$ cat config.mk
export PLATFORM = sky130hd
export DESIGN_NAME = jk_stage_driver
export DESIGN_NICKNAME = d
export VERILOG_FILES = /design/src/rtl/jk_stage_driver.sv
export SDC_FILE = /design/constraint.sdc
export NUM_CORES = 1
export LEC_CHECK = 0
export BUFFER_PORTS_ARGS = -buffer_cell sky130_fd_sc_hd__buf_2
export CAP_MARGIN = 10
export CORE_MARGIN = 5
export CORE_UTILIZATION = 35
export CTS_CLUSTER_DIAMETER = 200
export DETAILED_ROUTE_END_ITERATION = 10
export GPL_TIMING_DRIVEN = 0
export MAX_ROUTING_LAYER = met4
export PLACE_DENSITY = 0.5
export SLEW_MARGIN = 20
export SYNTH_ARGS = -nofsm -noshare
export SYNTH_HDL_FRONTEND = slang
export SYNTH_SLANG_ARGS = --single-unit
$ cat constraint.sdc
create_clock -name clock -period 6 [get_ports clock]
set_clock_uncertainty 0.1 [all_clocks]
set_input_delay 1.2 -clock clock [delete_from_list [all_inputs] [get_ports clock]]
set_output_delay 1.2 -clock clock [all_outputs]
set_load 0.01 [all_outputs]
$ cat src/rtl/jk_stage_driver.sv
// jk_stage_driver: serialises a word into J/K excitation for a JK storage stage,
// strobes it bit by bit, reads back q/q_bar and reports the readback word and error count.
`timescale 1ns/1ps
`default_nettype none

module jk_stage_driver #(
  parameter int WIDTH  = 8,
  parameter int SETTLE = 2,
  localparam int CW    = $clog2(WIDTH + 1)
) (
  input  logic             clock,
  input  logic             reset_n,
  input  logic             in_valid,
  input  logic [WIDTH-1:0] in_data,
  output logic             in_ready,
  input  logic             q_in,
  input  logic             q_bar_in,
  output logic             j,
  output logic             k,
  output logic             strobe,
  output logic             done_valid,
  output logic [WIDTH-1:0] done_data,
  output logic [CW-1:0]    err_count
);

  localparam int IW = (WIDTH > 1) ? $clog2(WIDTH) : 1;
  localparam int SW = (SETTLE > 1) ? $clog2(SETTLE) : 1;

  localparam logic [IW-1:0] LAST_IDX    = IW'(WIDTH - 1);
  localparam logic [SW-1:0] SETTLE_LAST = SW'((SETTLE > 0) ? SETTLE - 1 : 0);

  localparam logic [2:0] S_IDLE   = 3'd0;
  localparam logic [2:0] S_DRIVE  = 3'd1;
  localparam logic [2:0] S_SETTLE = 3'd2;
  localparam logic [2:0] S_CHECK  = 3'd3;
  localparam logic [2:0] S_REPORT = 3'd4;

  logic [2:0]       state_q, state_d;
  logic [IW-1:0]    idx_q, idx_d;
  logic [SW-1:0]    cnt_q, cnt_d;
  logic [WIDTH-1:0] word_q, word_d;
  logic [WIDTH-1:0] rb_q, rb_d;
  logic             tgt_q, tgt_d;
  logic [CW-1:0]    acc_q, acc_d;
  logic             j_q, j_d;
  logic             k_q, k_d;
  logic             strobe_q, strobe_d;
  logic             done_valid_q, done_valid_d;
  logic [WIDTH-1:0] done_data_q, done_data_d;
  logic [CW-1:0]    err_count_q, err_count_d;

  logic [IW-1:0]    nxt_idx;
  logic             bit_err;
  logic [CW-1:0]    acc_sum;
  logic             enter_drive;
  logic             next_tgt;

  assign nxt_idx = idx_q + 1'b1;
  // A wrong value and an illegal q == q_bar pair on the same bit count once.
  assign bit_err = (q_in != tgt_q) || (q_in == q_bar_in);
  assign acc_sum = acc_q + CW'(bit_err);

  always_ff @(posedge clock or negedge reset_n) begin
    if (!reset_n) begin
      state_q <= S_IDLE;
    end else begin
      state_q <= state_d;
    end
  end

  always_comb begin
    state_d = state_q;
    case (state_q)
      S_IDLE:   if (in_valid) state_d = S_DRIVE;
      S_DRIVE:  state_d = (SETTLE > 0) ? S_SETTLE : S_CHECK;
      S_SETTLE: if (cnt_q == SETTLE_LAST) state_d = S_CHECK;
      S_CHECK:  state_d = (idx_q == LAST_IDX) ? S_REPORT : S_DRIVE;
      S_REPORT: state_d = S_IDLE;
      default:  state_d = S_IDLE;
    endcase
  end

  always_comb begin
    in_ready     = (state_q == S_IDLE);
    idx_d        = idx_q;
    cnt_d        = cnt_q;
    word_d       = word_q;
    rb_d         = rb_q;
    tgt_d        = tgt_q;
    acc_d        = acc_q;
    j_d          = 1'b0;
    k_d          = 1'b0;
    strobe_d     = 1'b0;
    done_valid_d = 1'b0;
    done_data_d  = done_data_q;
    err_count_d  = err_count_q;
    enter_drive  = 1'b0;
    next_tgt     = tgt_q;

    case (state_q)
      S_IDLE: begin
        if (in_valid) begin
          word_d      = in_data;
          idx_d       = '0;
          acc_d       = '0;
          enter_drive = 1'b1;
          next_tgt    = in_data[0];
        end
      end
      S_DRIVE:  cnt_d = '0;
      S_SETTLE: cnt_d = cnt_q + 1'b1;
      S_CHECK: begin
        rb_d[idx_q] = q_in;
        acc_d       = acc_sum;
        if (idx_q == LAST_IDX) begin
          done_valid_d = 1'b1;
          done_data_d  = rb_d;
          err_count_d  = acc_sum;
        end else begin
          idx_d       = nxt_idx;
          enter_drive = 1'b1;
          next_tgt    = word_q[nxt_idx];
        end
      end
      default: ;
    endcase

    // Inverse JK characteristic: pulse only when the stage must change state.
    if (enter_drive) begin
      tgt_d = next_tgt;
      if (q_in != next_tgt) begin
        strobe_d = 1'b1;
        j_d      = next_tgt;
        k_d      = ~next_tgt;
      end
    end
  end

  always_ff @(posedge clock or negedge reset_n) begin
    if (!reset_n) begin
      idx_q        <= '0;
      cnt_q        <= '0;
      word_q       <= '0;
      rb_q         <= '0;
      tgt_q        <= 1'b0;
      acc_q        <= '0;
      j_q          <= 1'b0;
      k_q          <= 1'b0;
      strobe_q     <= 1'b0;
      done_valid_q <= 1'b0;
      done_data_q  <= '0;
      err_count_q  <= '0;
    end else begin
      idx_q        <= idx_d;
      cnt_q        <= cnt_d;
      word_q       <= word_d;
      rb_q         <= rb_d;
      tgt_q        <= tgt_d;
      acc_q        <= acc_d;
      j_q          <= j_d;
      k_q          <= k_d;
      strobe_q     <= strobe_d;
      done_valid_q <= done_valid_d;
      done_data_q  <= done_data_d;
      err_count_q  <= err_count_d;
    end
  end

  assign j          = j_q;
  assign k          = k_q;
  assign strobe     = strobe_q;
  assign done_valid = done_valid_q;
  assign done_data  = done_data_q;
  assign err_count  = err_count_q;

`ifndef SYNTHESIS
  a_no_double_strobe: assert property (@(posedge clock) disable iff (!reset_n) strobe_q |=> !strobe_q);
  a_no_jk_both:       assert property (@(posedge clock) disable iff (!reset_n) !(j_q && k_q));
  a_done_not_ready:   assert property (@(posedge clock) disable iff (!reset_n) !(done_valid_q && in_ready));
`endif

endmodule

`default_nettype wire

== Word level (Yosys, flattened, before mapping) ==
Cells that the tools add are included.
Widths: inputs -> output; s select.

* Input port bits: 13
* Register bits: 44
* Output and inout port bits: 17
* Word-level logic and storage cells: 69

* Reductions and logical operators: 10
* $lt $le $gt $ge: 3
* Add/sub/neg operators: 3
* Eq/ne operators: 10
* Bitwise gates (word level): 1
* Muxes and demuxes: 29

{| class="wikitable"
|+ Operator list
! operator !! count
|-
| $mux 3 || 5
|-
| $mux 1 || 14
|-
| $pmux 3 s4 || 1
|-
| $bwmux 8 || 1
|-
| $lt 3x4->1 const B || 2
|-
| $pmux 4 s2 || 1
|-
| $reduce_and 2->1 || 4
|-
| $eq 3x2->1 const B || 2
|-
| $ne 2x2->1 const B || 3
|-
| $pmux 1 s2 || 3
|-
| $pmux 3 s2 || 1
|-
| $add 4x1->4 || 1
|-
| $mux 4 || 1
|-
| $reduce_bool 2->1 || 2
|-
| $add 3x1->3 const B || 1
|-
| $bmux 1 s3 || 1
|-
| $demux 1 s3 || 1
|-
| $eq 3x1->1 const B || 1
|-
| $eq 3x3->1 const B || 1
|-
| $ge 3x1->1 const B || 1
|-
| $logic_not 3->1 || 1
|-
| $reduce_and 3->1 || 1
|-
| $ne 1x1->1 || 2
|-
| $add 1x1->1 const B || 1
|-
| other kinds (4) || 4
|}

== Longest topological paths before layout ==
Gate-level depths: netlist of run 1.

* Word-level depth: 8
* Mapped depth: 8
* Mapped depth without buffers: 7

== Least setup slack after synthesis of run 1 ==
OpenSTA, ideal clock, no wires.

* Kind: input to register
* Start point: input q_in
* End point: register err_count_q[1], in the netlist err_count[1]
* Arrival: 2.353 ns
* Buffers on the path: 1
* Stages: 7
* Library setup time: 0.125 ns
* Required time: 5.775 ns
* Setup slack: 3.422 ns
* Cells stage by stage: clkbuf_1 -> nand2_1 -> nor2_1 -> a21oi_1 -> ha_1 -> ha_1 -> mux2_2

* Word-level cells in the longest chain between the ends: 3
* Elaborated cells on any way between the ends: 4
* Classes of those cells: 1 x add/sub; 2 x eq/ne; 1 x reduce/logical

{| class="wikitable"
|+ RTL lines
! element !! line !! RTL
|-
| from (decl) || 16 || <nowiki>input logic q_in,</nowiki>
|-
| $ne 1x1->1 / $eq 1x1->1 (equally long branches) || 60 || <nowiki>assign bit_err = (q_in != tgt_q) || (q_in == q_bar_in);</nowiki>
|-
| $logic_or 1x1->1 * || 60 ||
|-
| $add 4x1->4 * || 61 || <nowiki>assign acc_sum = acc_q + CW'(bit_err);</nowiki>
|-
| net acc_sum[1] || 54 || <nowiki>logic [CW-1:0] acc_sum;</nowiki>
|-
| to (signal assigned) || 165 || <nowiki>err_count_q <= err_count_d;</nowiki>
|-
| to (decl) || 50 || <nowiki>logic [CW-1:0] err_count_q, err_count_d;</nowiki>
|}

Mark *: on every way through the listed nets, which the timed path passes. The rest lies on a longest branch.
A chain may end at the register's enable or synchronous reset.

== Worst setup path in the final report of run 1 ==
* Start point: register state_q[0]
* End point: output in_ready

* Word-level cells in the longest chain between the ends: 1

{| class="wikitable"
|+ RTL lines
! element !! line !! RTL
|-
| from (decl) || 38 || <nowiki>logic [2:0] state_q, state_d;</nowiki>
|-
| from (signal assigned) || 67 || <nowiki>state_q <= state_d;</nowiki>
|-
| $logic_not 3->1 || 84 || <nowiki>in_ready = (state_q == S_IDLE);</nowiki>
|-
| to (decl) || 15 || <nowiki>output logic in_ready,</nowiki>
|}

Every way passes these cells.

==> impl_results.md, run 1 <==
- Gpl congestion: between 0.7 and 0.8
- Post-CTS setup buffer count: 0
- # clock sinks: 44
- Die Wd: 86.3 um
- Leading area contributor after synthesis: dfrtp_1
- Nets@finish: 250
- Final period utilization: 0.437
- Final hold vios: 0
- Syn. warnings: 0
- Critical path required time: 4.70 ns
- Critical path endpoint category: output pin
- Core Util, Final: 0.431
- Leakage power: between 1 and 1.5 nW
- # rows: 27
- TNS Setup: 0 ns
- FF/Latch Area: about 1100 sq um
- Synth cell types: 36
- Residual DRC: 0
- Synth top area share: 0.540
- Area occupied by multi-input gates: slightly below 900 sq um
- Total power: approximately 1.2 mW
- Largest cells by area after synthesis: dfrtp_1, nand2_1, o21ai_1
- CTS Buf Count: 5
- Avg Cell Area, Syn: between 10 and 15 sq um
- Iter 0 DRT Violations: between 70 and 80
- Fraction of layout cells with a size suffix above 1: 0.194
- GRT Overall Usage: 0.127
- Vias per cell: 4.85
- DR vias: between 1,000 and 1,500
- Root Driver: clkbuf_8
- Post-synth EDFFs: 0
- I/O pin cnt: 30
- Antenna violations before repair: 0
- Clk_lat worst skew: just under 0.3 ns
- R2R Path Start: idx_q[0]
- Vias in the first global route: about 1,500
- Fillers: 566
- Detailed Routing Iterations Pass 1: 4
- Crit path max fanout: 10
- Initial core utilization: 0.366
- Unrepaired setup endpoints after global routing: no
- # hold bufs at CTS: 0
- Maximum vdd ir drop: around 160 uV
- Commonest register cell after synthesis: dfrtp_1
- Pins over their slew limit: 0
- Number of H-tree branching levels: 2
- Period minus WS final: 2.62 ns
- Clock Path Buffers: 2
- Pwr Density: between 400 and 500 nW/um^2
- Top-count cell post-synth: nand2_1
- Post-route ant nets: 0
- Worst hold path class: reg -> reg
- First-pass GRT wire length: between 7000 and 8000 um
- Max Clock Freq: around 0.38 GHz
- Worst slew pin tran: roughly 0.55 ns
- Slew headroom: 0.631
- WL per Instance: between 10 and 15 um
- Clock transition at path regs: about 0.080 ns
- HPWL Detailed: around 2900 um
- Asr flop ratio synth: 1.00
- Finished Layout Cells: between 300 and 400
- Buffers on Ports: 29
- Min-delay src: word_q[7]
- Die Span Y: 86.3 um
- Largest net degree at the start of global routing: 45
- Syn nets: about 210
- Cells after DPL: 296
- Worst Path Class, Setup: reg -> out
- DIE AREA: between 7000 and 8000 sq um
- ANT cells: 0
- Core area: 5570 sq um
- Endpoints failing setup: 0
- Sequential area share after synthesis: 0.540
- Status: finished clean
- Commonest cells post-synth: nand2_1, dfrtp_1, o21ai_1, clkbuf_1, mux2i_1
- CP startpoint kind: flip-flop
- Area growth, synth to finish: 17.9%
- Resized cells post-CTS: 0
- Total wire length: about 4200 um
- MaxCap Viol Count: 0
- CTS tree: built
- CP arrival: ~1.3 ns
- Mapped Cells: between 150 and 200
- Gr ovfl total: 0
- Yosys reg bits: 44
- Launch point of the worst path: state_q[0]
- Mapped cell area: roughly 2000 sq um
-- report_power, final --
part	internal [mW]	switching [mW]
Clock	0.147	0.102
Combinational	0.200	0.246
Sequential	0.403	0.0617
Total	0.750	0.409
-- stage by stage --
stage                     setup slack [ns]  instance area (sq um)  hold WS, ns
after floorplan                       3.42                   2040        0.337
after global placement                3.06                   2270        0.357
after detailed placement              3.08                   2270        0.358
after CTS                             3.37                   2400        0.379
after global routing                  3.24                   2400        0.416
final                                 3.38                   2400        0.375
-- worst max-delay path, stage by stage, from the launching register on --
cell and delay (ns):
dfrtp_1 0.42, clkbuf_1 0.36, nor3_1 0.09, buf_2 0.16
-- metal layers --
layer	wire (um)	track usage	vias up
met5	0	-	-
met4	53	0.0467	0
met3	153	0.0266	5
met2	1810	0.175	24
met1	2210	0.182	702
li1	-	-	744
-- path summary, 6_finish.rpt --
path                       cells after the start  slack [ns]   endpoint
max reg2reg                                    7        3.67     strobe
max                                            3        3.38   in_ready
min reg2reg                                    2        0.38  word_q[7]
max in group asynchronous                      1        4.63    rb_q[3]
min in group asynchronous                      1        0.79      cnt_q
min                                            2        0.38  word_q[7]
-- cell type report --
type,count,area share
buffer,12,0.0224
clock buffer,7,0.0401
clock inverter,1,0.0125
inverter,4,0.00625
multi-input combinational,135,0.362
sequential,44,0.458
tap,72,0.0375
timing repair buffer,29,0.0614
-- sequential cells by signal, summed over array words and instances, names as in the netlist, 3 cells and up --
name       flops
state_q        3
idx_q          3
rb_q           8
done_data      8
word_q         8
acc_q          4
err_count      4
-- cells by family (layout without fill, tap and decap cells) --
logic type	count (synthesis)	after routing	share of synthesized area
and+or+nand+nor	78	78	0.192
DFF	44	44	0.540
AOI/OAI and AO/OA	33	33	0.0945
buffers and inverters	16	53	0.0337
muxes	15	15	0.0902
adders and majority gates	6	6	0.0368
xor gates and xnor gates	3	3	0.0129
-- cell usage in the layout, fill, tap and decap left out, types with 2 or more instances in the layout --
| master | count |
|---|---|
| o21ai_1 | 21 |
| dfrtp_1 | 44 |
| nor3b_1 | 2 |
| xnor2_1 | 2 |
| buf_2 | 29 |
| o21ai_0 | 2 |
| a221o_1 | 2 |
| nand3_1 | 5 |
| clkbuf_1 | 10 |
| clkbuf_8 | 7 |
| inv_1 | 4 |
| mux2_2 | 3 |
| nor2b_1 | 2 |
| ha_1 | 6 |
| and2_1 | 3 |
| nand3b_1 | 4 |
| nand2_1 | 47 |
| nor2_1 | 6 |
| mux2i_1 | 9 |
| a21oi_1 | 3 |
| nor3_1 | 3 |
Power figures use the tool's default switching activity.
==> run 2, diff against run 1 <==
--- a/config.mk
+++ b/config.mk
@@ -5,6 +5,7 @@
 export SDC_FILE = /design/constraint.sdc
 export NUM_CORES = 1
 export LEC_CHECK = 0
+export ABC_AREA = 1
 export BUFFER_PORTS_ARGS = -buffer_cell sky130_fd_sc_hd__buf_2
 export CAP_MARGIN = 10
 export CORE_MARGIN = 5
==> constraint.sdc (replaced) <==
create_clock -name clock -period 2.58 [get_ports clock]
set_clock_uncertainty 0.1 [all_clocks]
set_input_delay 0.516 -clock clock [delete_from_list [all_inputs] [get_ports clock]]
set_output_delay 0.516 -clock clock [all_outputs]
set_load 0.01 [all_outputs]
==> run 2 against run 1 <==
  * Non-clock buffer count down 7
  * Critical endpoint is now strobe
  * Power up 110%
  * Sequential share of layout area up 0.41 points
  * Die area down 0.92%
  * Via count up 6.5%
==> impl_results.md, run 2 <==
- Post-CTS setup buffer count: 0 (unchanged)
- Die Span Y: 85.9 um (-0.46%)
- R2R Path Start: idx_q[1]
- Synth cell types: 25 (-31%)
- First-pass GRT wire length: 7390 um (+2.4%)
- Number of H-tree branching levels: 2 (unchanged)
- Leakage power: 1.21 nW (+1.3%)
- Sequential area share after synthesis: 0.546 (+0.00569)
- Mapped Cells: 234 (+20%)
- Post-route ant nets: 0 (unchanged)
- Unrepaired setup endpoints after global routing: no
- Share of power burned in registers: 0.401 (about the same)
- TNS Setup: 0 ns (unchanged)
- Root Driver: clkbuf_8
- Avg Cell Area, Syn: 8.62 sq um (-18%)
- CP arrival: 2.16 ns (+0.84 ns)
- Final period utilization: 0.783
- MaxCap Viol Count: 0 (unchanged)
- Post-synthesis mux area share: 0 (-0.0902)
- Worst hold path class: in -> async
- Period minus WS final: 2.02 ns
- WL per Instance: 12.2 um (-12%)
- Vias per cell: 4.58 (-5.6%)
- Syn nets: 253 (+18%)
- CP dominant cell by count: ha_1
- Die Wd: 85.9 um (-0.46%)
- Max Clock Freq: around 0.49 GHz
- Slew headroom: 0.626 (-0.00500)
- Detailed Routing Iterations Pass 1: 4 (unchanged)
- Yosys reg bits: 44 (unchanged)
- Top-count cell post-synth: nand2_1
- Simple-gate share of the synthesized area: 0.254 (+0.0615)
- Gpl congestion: 0.735 (-2.3%)
- Maximum vdd ir drop: 375 uV (+130%)
- ANT cells: 0 (unchanged)
- Largest cells by area after synthesis: dfrtp_1, nand2_1, o21ai_0
- WHS: 0.0971 ns (-0.278 ns)
- Critical path required time: 2.72 ns (-1.98 ns)
- Leading area contributor after synthesis: dfrtp_1
- Worst r2r path cells: 9 (+2)
- Post-synthesis xor/xnor area fraction: 0.00868 (-0.00420)
- Reg-to-Reg End: strobe
- Pwr Density: 1040 nW/um^2 (+120%)
- CTS Buf Count: 5 (unchanged)
- Psw: 0.920 mW (+120%)
- Asr flop ratio synth: 1.00 (unchanged)
- CP delay by family, top: adder cells
- Antenna violations before repair: 0 (unchanged)
- Worst path bufs/invs: 1 (-1)
- Worst setup path endpoint: strobe
- I/O pin cnt: 30 (unchanged)
- Crit path max fanout: 7 (-3)
- # clock sinks: 44 (unchanged)
- Mapped cell area: 2020 sq um (-1.0%)
- Post-synth EDFFs: 0 (unchanged)
- Worst path depth: 9 (+6)
- Largest family of logic cells by synthesized area: simple AND/OR/NAND/NOR gates
- CP startpoint kind: flip-flop
- Crit-path cells: ha_1 > ha_1 > inv_1 > nand2_2 > nand2_2 > nor2_1 > nand3b_1 > ha_1 > nor2_1
- HPWL Detailed: 2990 um (+3.4%)
- Area growth, synth to finish: 18.0%
- Int Pwr: 1.56 mW (+110%)
- CTS tree: built
- Resized cells post-CTS: 0 (unchanged)
- DIE AREA: 7380 sq um (-0.92%)
- # hold bufs at CTS: 0 (unchanged)
- Total power: 2.48 mW (+110%)
- Clock Path Buffers: 2 (unchanged)
- Comb pwr share: 0.366 (-0.019)
- Most frequent cells in the layout: nand2_1, dfrtp_1, buf_2
- Synth top area share: 0.546 (+0.00569)
- Initial core utilization: 0.364 (-0.00161)
- Core area: 5540 sq um (-0.61%)
- Commonest non-fill, non-tap cell in the layout: nand2_1
- Fraction of layout cells with a size suffix above 1: 0.192 (-0.00208)
- Iter 0 DRT Violations: 90 (+23%)
- Nets@finish: 289 (+16%)
- Status: finished clean
- Commonest register cell after synthesis: dfrtp_1
- Worst Path Class, Setup: reg -> reg
- Launch point of the worst path: idx_q[1]
- # rows: 27 (unchanged)
- Gr ovfl total: 0 (unchanged)
- Total wire length: 4180 um (-1.2%)
- GRT Overall Usage: 0.131 (+0.00377)
- CP max stage cell: dfrtp_1
- Clock transition at path regs: 0.09 ns (about the same)
- Crit path largest cell delay: 0.44 ns (+0.02 ns)
- Final hold vios: 0 (unchanged)
- Residual DRC: 0 (unchanged)
- Critical path endpoint category: flip-flop
- Clock power share: 0.234 (+0.019)
- Endpoints failing setup: 0 (unchanged)
- Worst slew pin tran: 0.561 ns (+0.00750 ns)
- Syn. warnings: 0 (unchanged)
- Commonest cells post-synth: nand2_1, dfrtp_1, o21ai_0, inv_1, nand3_1
- Compound-Gate Fraction of Synth Area: 0.0905 (-0.00396)
- Pins over their slew limit: 0 (unchanged)
- Adder-cell area share of the yosys netlist: 0.0372 (+0.000388)
- Clk_lat worst skew: 0.30 ns (about the same)
- R2R setup slack: 0.56 ns (-3.11 ns)
- Largest net degree at the start of global routing: 45 (unchanged)
- DR vias: 1,571 (+6.5%)
- Sw Ratio: 0.372 (+0.0186)
- Vias in the first global route: 1,598 (+8.9%)
- Buffers on Ports: 29 (unchanged)
## run 2: changes by cell type after synthesis, moves of 8 or more
cell and delta:
clkbuf_1 -9, inv_1 +17, mux2i_1 -9, nand2_1 +26
nand3_1 +14, nor2_1 +8, o21ai_0 +22, o21ai_1 -19
## run 2: power by group through the flow
stage                     logic, mW  clock network [mW]  registers (mW)
after floorplan               0.671                   0            1.00
after global placement        0.918                   0            1.00
after detailed placement      0.922                   0            1.00
after CTS                     0.929               0.595           0.992
after global routing           1.06               0.634            1.02
final                         0.905               0.578           0.992
## run 2: cell families after synthesis
kind of cell / count (synthesis)
buffers and inverters: 31
adder cells (fa/ha/maj): 6
flip-flops: 44
AND/OR/NAND/NOR: 117
XOR/XNOR: 2
AO/OA/AOI/OAI: 34
## run 2: worst min path at each step
stage                     slack, ns          from            to  cells past startpoint
after global placement         0.35  err_count[2]  err_count[2]                      2
after global routing           0.15       reset_n  done_data[2]                      1
final                           0.1       reset_n    done_valid                      1
after detailed placement       0.35  done_data[5]  done_data[5]                      2
after floorplan                0.12       reset_n      acc_q[0]                      0
after CTS                      0.31    in_data[1]     word_q[1]                      3
## run 2: cell type report
type                    count  area [sq um]
clock buffers               7          96.3
inverters                  26          97.6
fillers                   581          3160
multi-input cells         159           787
plain buffers               5          32.5
flip-flops and latches     44          1100
clock inverters             1          30.0
well taps                  72          90.1
repair buffers             29           148
## run 2: layer usage
layer	track usage	up-vias	wire length [um]	share of wire
met5	-	-	0	0
met4	0.0432	0	59	0.014
met3	0.0384	6	192	0.046
met2	0.198	26	1840	0.44
met1	0.166	726	2090	0.50
li1	-	813	-	-
## run 2: metrics by stage
step | utilization | instance area [sq um] | worst slack [ns] | cells
CTS | 0.430 | 2380 | 0.530 | 343
floorplan | - | 2020 | 0.724 | 234
detailed placement | 0.407 | 2250 | 0.534 | 335
finish | 0.430 | 2380 | 0.559 | 343
global placement | 0.407 | 2250 | 0.534 | 335
global route | 0.430 | 2380 | 0.337 | 343
==> run 3, diff against run 2 <==
--- a/config.mk
+++ b/config.mk
@@ -14,7 +14,7 @@
 export DETAILED_ROUTE_END_ITERATION = 10
 export GPL_TIMING_DRIVEN = 0
 export MAX_ROUTING_LAYER = met4
-export PLACE_DENSITY = 0.5
+export PLACE_DENSITY = 0.52
 export SLEW_MARGIN = 20
 export SYNTH_ARGS = -nofsm -noshare
 export SYNTH_HDL_FRONTEND = slang
==> constraint.sdc (replaced) <==
create_clock -name clock -period 1.8 [get_ports clock]
set_clock_uncertainty 0.1 [all_clocks]
set_input_delay 0.36 -clock clock [delete_from_list [all_inputs] [get_ports clock]]
set_output_delay 0.36 -clock clock [all_outputs]
set_load 0.01 [all_outputs]
==> run 3 against run 2 <==
  * Routed wire length is 0.60% lower
  * Sequential cell count unchanged
  * Count of clock-buffer cells in the layout decreased by 1
  * Final area up 3.8%
  * Worst hold slack gained 0.081 ns
  * Global-route usage shrank 0.77 points
  * Die area did not move
  * Critical endpoint unchanged
  * Highest routed layer unchanged
==> impl_results.md, run 3 (synthesized netlist as in run 2, its figures left out) <==
- HPWL Detailed: 2880 um (-3.6%)
- Unrepaired setup endpoints after global routing: no
- R2R Path Start: idx_q[0]
- Fraction of layout cells with a size suffix above 1: 0.242 (+0.0501)
- Number of H-tree branching levels: 2 (unchanged)
- Root Driver: clkbuf_8
- Nets@finish: 300 (+3.8%)
- Hold depth: 3
- Final period utilization: 0.944 (+0.160)
- Critical path required time: 1.93 ns (-0.79 ns)
- Period minus WS final: 1.70 ns (-0.322 ns)
- R2R setup slack: 0.10 ns (-0.46 ns)
- Die Span Y: 85.9 um (unchanged)
- Worst hold path class: in -> reg
- CP startpoint kind: flip-flop
- Pwr Density: 1450 nW/um^2 (+39%)
- CTS Buf Count: 5 (unchanged)
- Critical path endpoint category: flip-flop
- Slew headroom: 0.627 (about the same)
- # clock sinks: 44 (unchanged)
- Post-route ant nets: 0 (unchanged)
- Area growth, synth to finish: 22.6%
- Gr ovfl total: 0 (unchanged)
- Post-DP Area: 2250 sq um (unchanged)
- WL per Instance: 11.8 um (-3.4%)
- # rows: 27 (unchanged)
- First-pass GRT wire length: 7010 um (-5.1%)
- Pins over their slew limit: 0 (unchanged)
- I/O pin cnt: 30 (unchanged)
- Status: finished clean
- Final instance area: 2470 sq um (+3.8%)
- Residual DRC: 0 (unchanged)
- Hold Path End: word_q[5]
- Core area: 5540 sq um (unchanged)
- Core Util, Final: 0.446 (+0.0165)
- Maximum vdd ir drop: 702 uV (+87%)
- Antenna violations before repair: 0 (unchanged)
- Initial core utilization: 0.364 (unchanged)
- Detailed Routing Iterations Pass 1: 4 (unchanged)
- Die Wd: 85.9 um (unchanged)
- WHS: 0.178 ns (+0.0811 ns)
- Leakage power: 1.25 nW (+3.2%)
- Clock Path Buffers: 2 (unchanged)
- Worst Path Class, Setup: reg -> reg
- Gpl congestion: 0.709 (-3.6%)
- Min-delay src: in_data[5]
- Worst slew pin tran: 0.560 ns (-0.000830 ns)
- GRT Overall Usage: 0.123 (-0.00769)
- Worst r2r path cells: 9 (unchanged)
- Crit path max fanout: 4 (-3)
- Clk_lat worst skew: 0.29 ns (about the same)
- Buffers on Ports: 29 (unchanged)
- Vias per cell: 4.48 (-2.2%)
- DR vias: 1,582 (+0.70%)
- Max Clock Freq: 0.589 GHz (+19%)
- Largest net degree at the start of global routing: 45 (unchanged)
- DIE AREA: 7380 sq um (unchanged)
- Final hold vios: 0 (unchanged)
- Vias in the first global route: 1,532 (-4.1%)
- Commonest non-fill, non-tap cell in the layout: nand2_1
- CP arrival: 1.82 ns (-0.34 ns)
- Reg-to-Reg End: strobe
- CTS tree: built
- Total wire length: 4160 um (-0.60%)
- MaxCap Viol Count: 0 (unchanged)
- Most frequent cells in the layout: nand2_1, dfrtp_1, buf_2
- Clock transition at path regs: 0.08 ns (about the same)
- Iter 0 DRT Violations: 34 (-62%)
- ANT cells: 0 (unchanged)
- Endpoints failing setup: 0 (unchanged)
-- run 3: cell types whose count changed in the layout (fill, tap and decap cells not counted), sizes merged --
cell / change
buf: +9
bufinv: -1
dlygate4sd3: +1
inv: +1
-- run 3: critical path, stage by stage (launching register included) --
cell and delay (ns):
dfrtp_1 0.39, ha_2 0.20, ha_4 0.15, inv_2 0.05, nand2_2 0.08, nand2_4 0.08
nor2_1 0.05, nand3b_1 0.16, ha_1 0.28, nor2_1 0.10
-- run 3: power breakdown --
group          switching (mW)  leakage, nW  total, mW  internal, mW
clock                   0.315       0.0410      0.579         0.264
combinational           0.924        0.694       1.57         0.642
sequential              0.144        0.518       1.43          1.29
total                    1.38         1.25       3.57          2.19
-- run 3: metal layers --
layer  global-route usage  routed length (um)
met2                0.178                1760
met1                0.161                2090
met5                    -                   0
met4               0.0518                  75
met3               0.0336                 229
-- run 3: area by class of cell --
type	count	area [sq um]
buffer	5	38.8
clock buffer	6	72.6
fill	578	3070
multi-input combinational	159	831
clock inverter	1	5.00
inverter	26	100
tap	72	90.1
timing repair buffer	40	233
sequential	44	1100
-- run 3: how the worst max path moves through the flow --
stage / startpoint / endpoint / slack [ns]
6_report: idx_q[0] / strobe / 0.10
5_1_grt: state_q[1] / strobe / 0.008
4_1_cts: state_q[1] / strobe / 0.02
3_5_place_dp: idx_q[1] / strobe / -0.16
3_3_place_gp: idx_q[1] / strobe / -0.14
2_1_floorplan: idx_q[1] / strobe / 0.01
-- run 3: repair_timing --
action | in CTS | in global routing
endpoints found under the setup margin | 3 | 3
hold buffers | 0 | 1
setup buffers | 4 | 6
endpoints found under the hold margin | 0 | 8
pin swaps | 0 | 3
gates resized for setup | 5 | 9
-- run 3: per-stage QoR --
step           cells  total power [mW]  setup slack [ns]  setup TNS [ns]
2_1_floorplan    234              2.40            0.0118               0
3_3_place_gp     335              2.74            -0.137          -0.461
3_5_place_dp     335              2.77            -0.163          -0.625
4_1_cts          346              3.46            0.0162               0
5_1_grt          353              3.90           0.00817               0
6_report         353              3.57             0.102               0
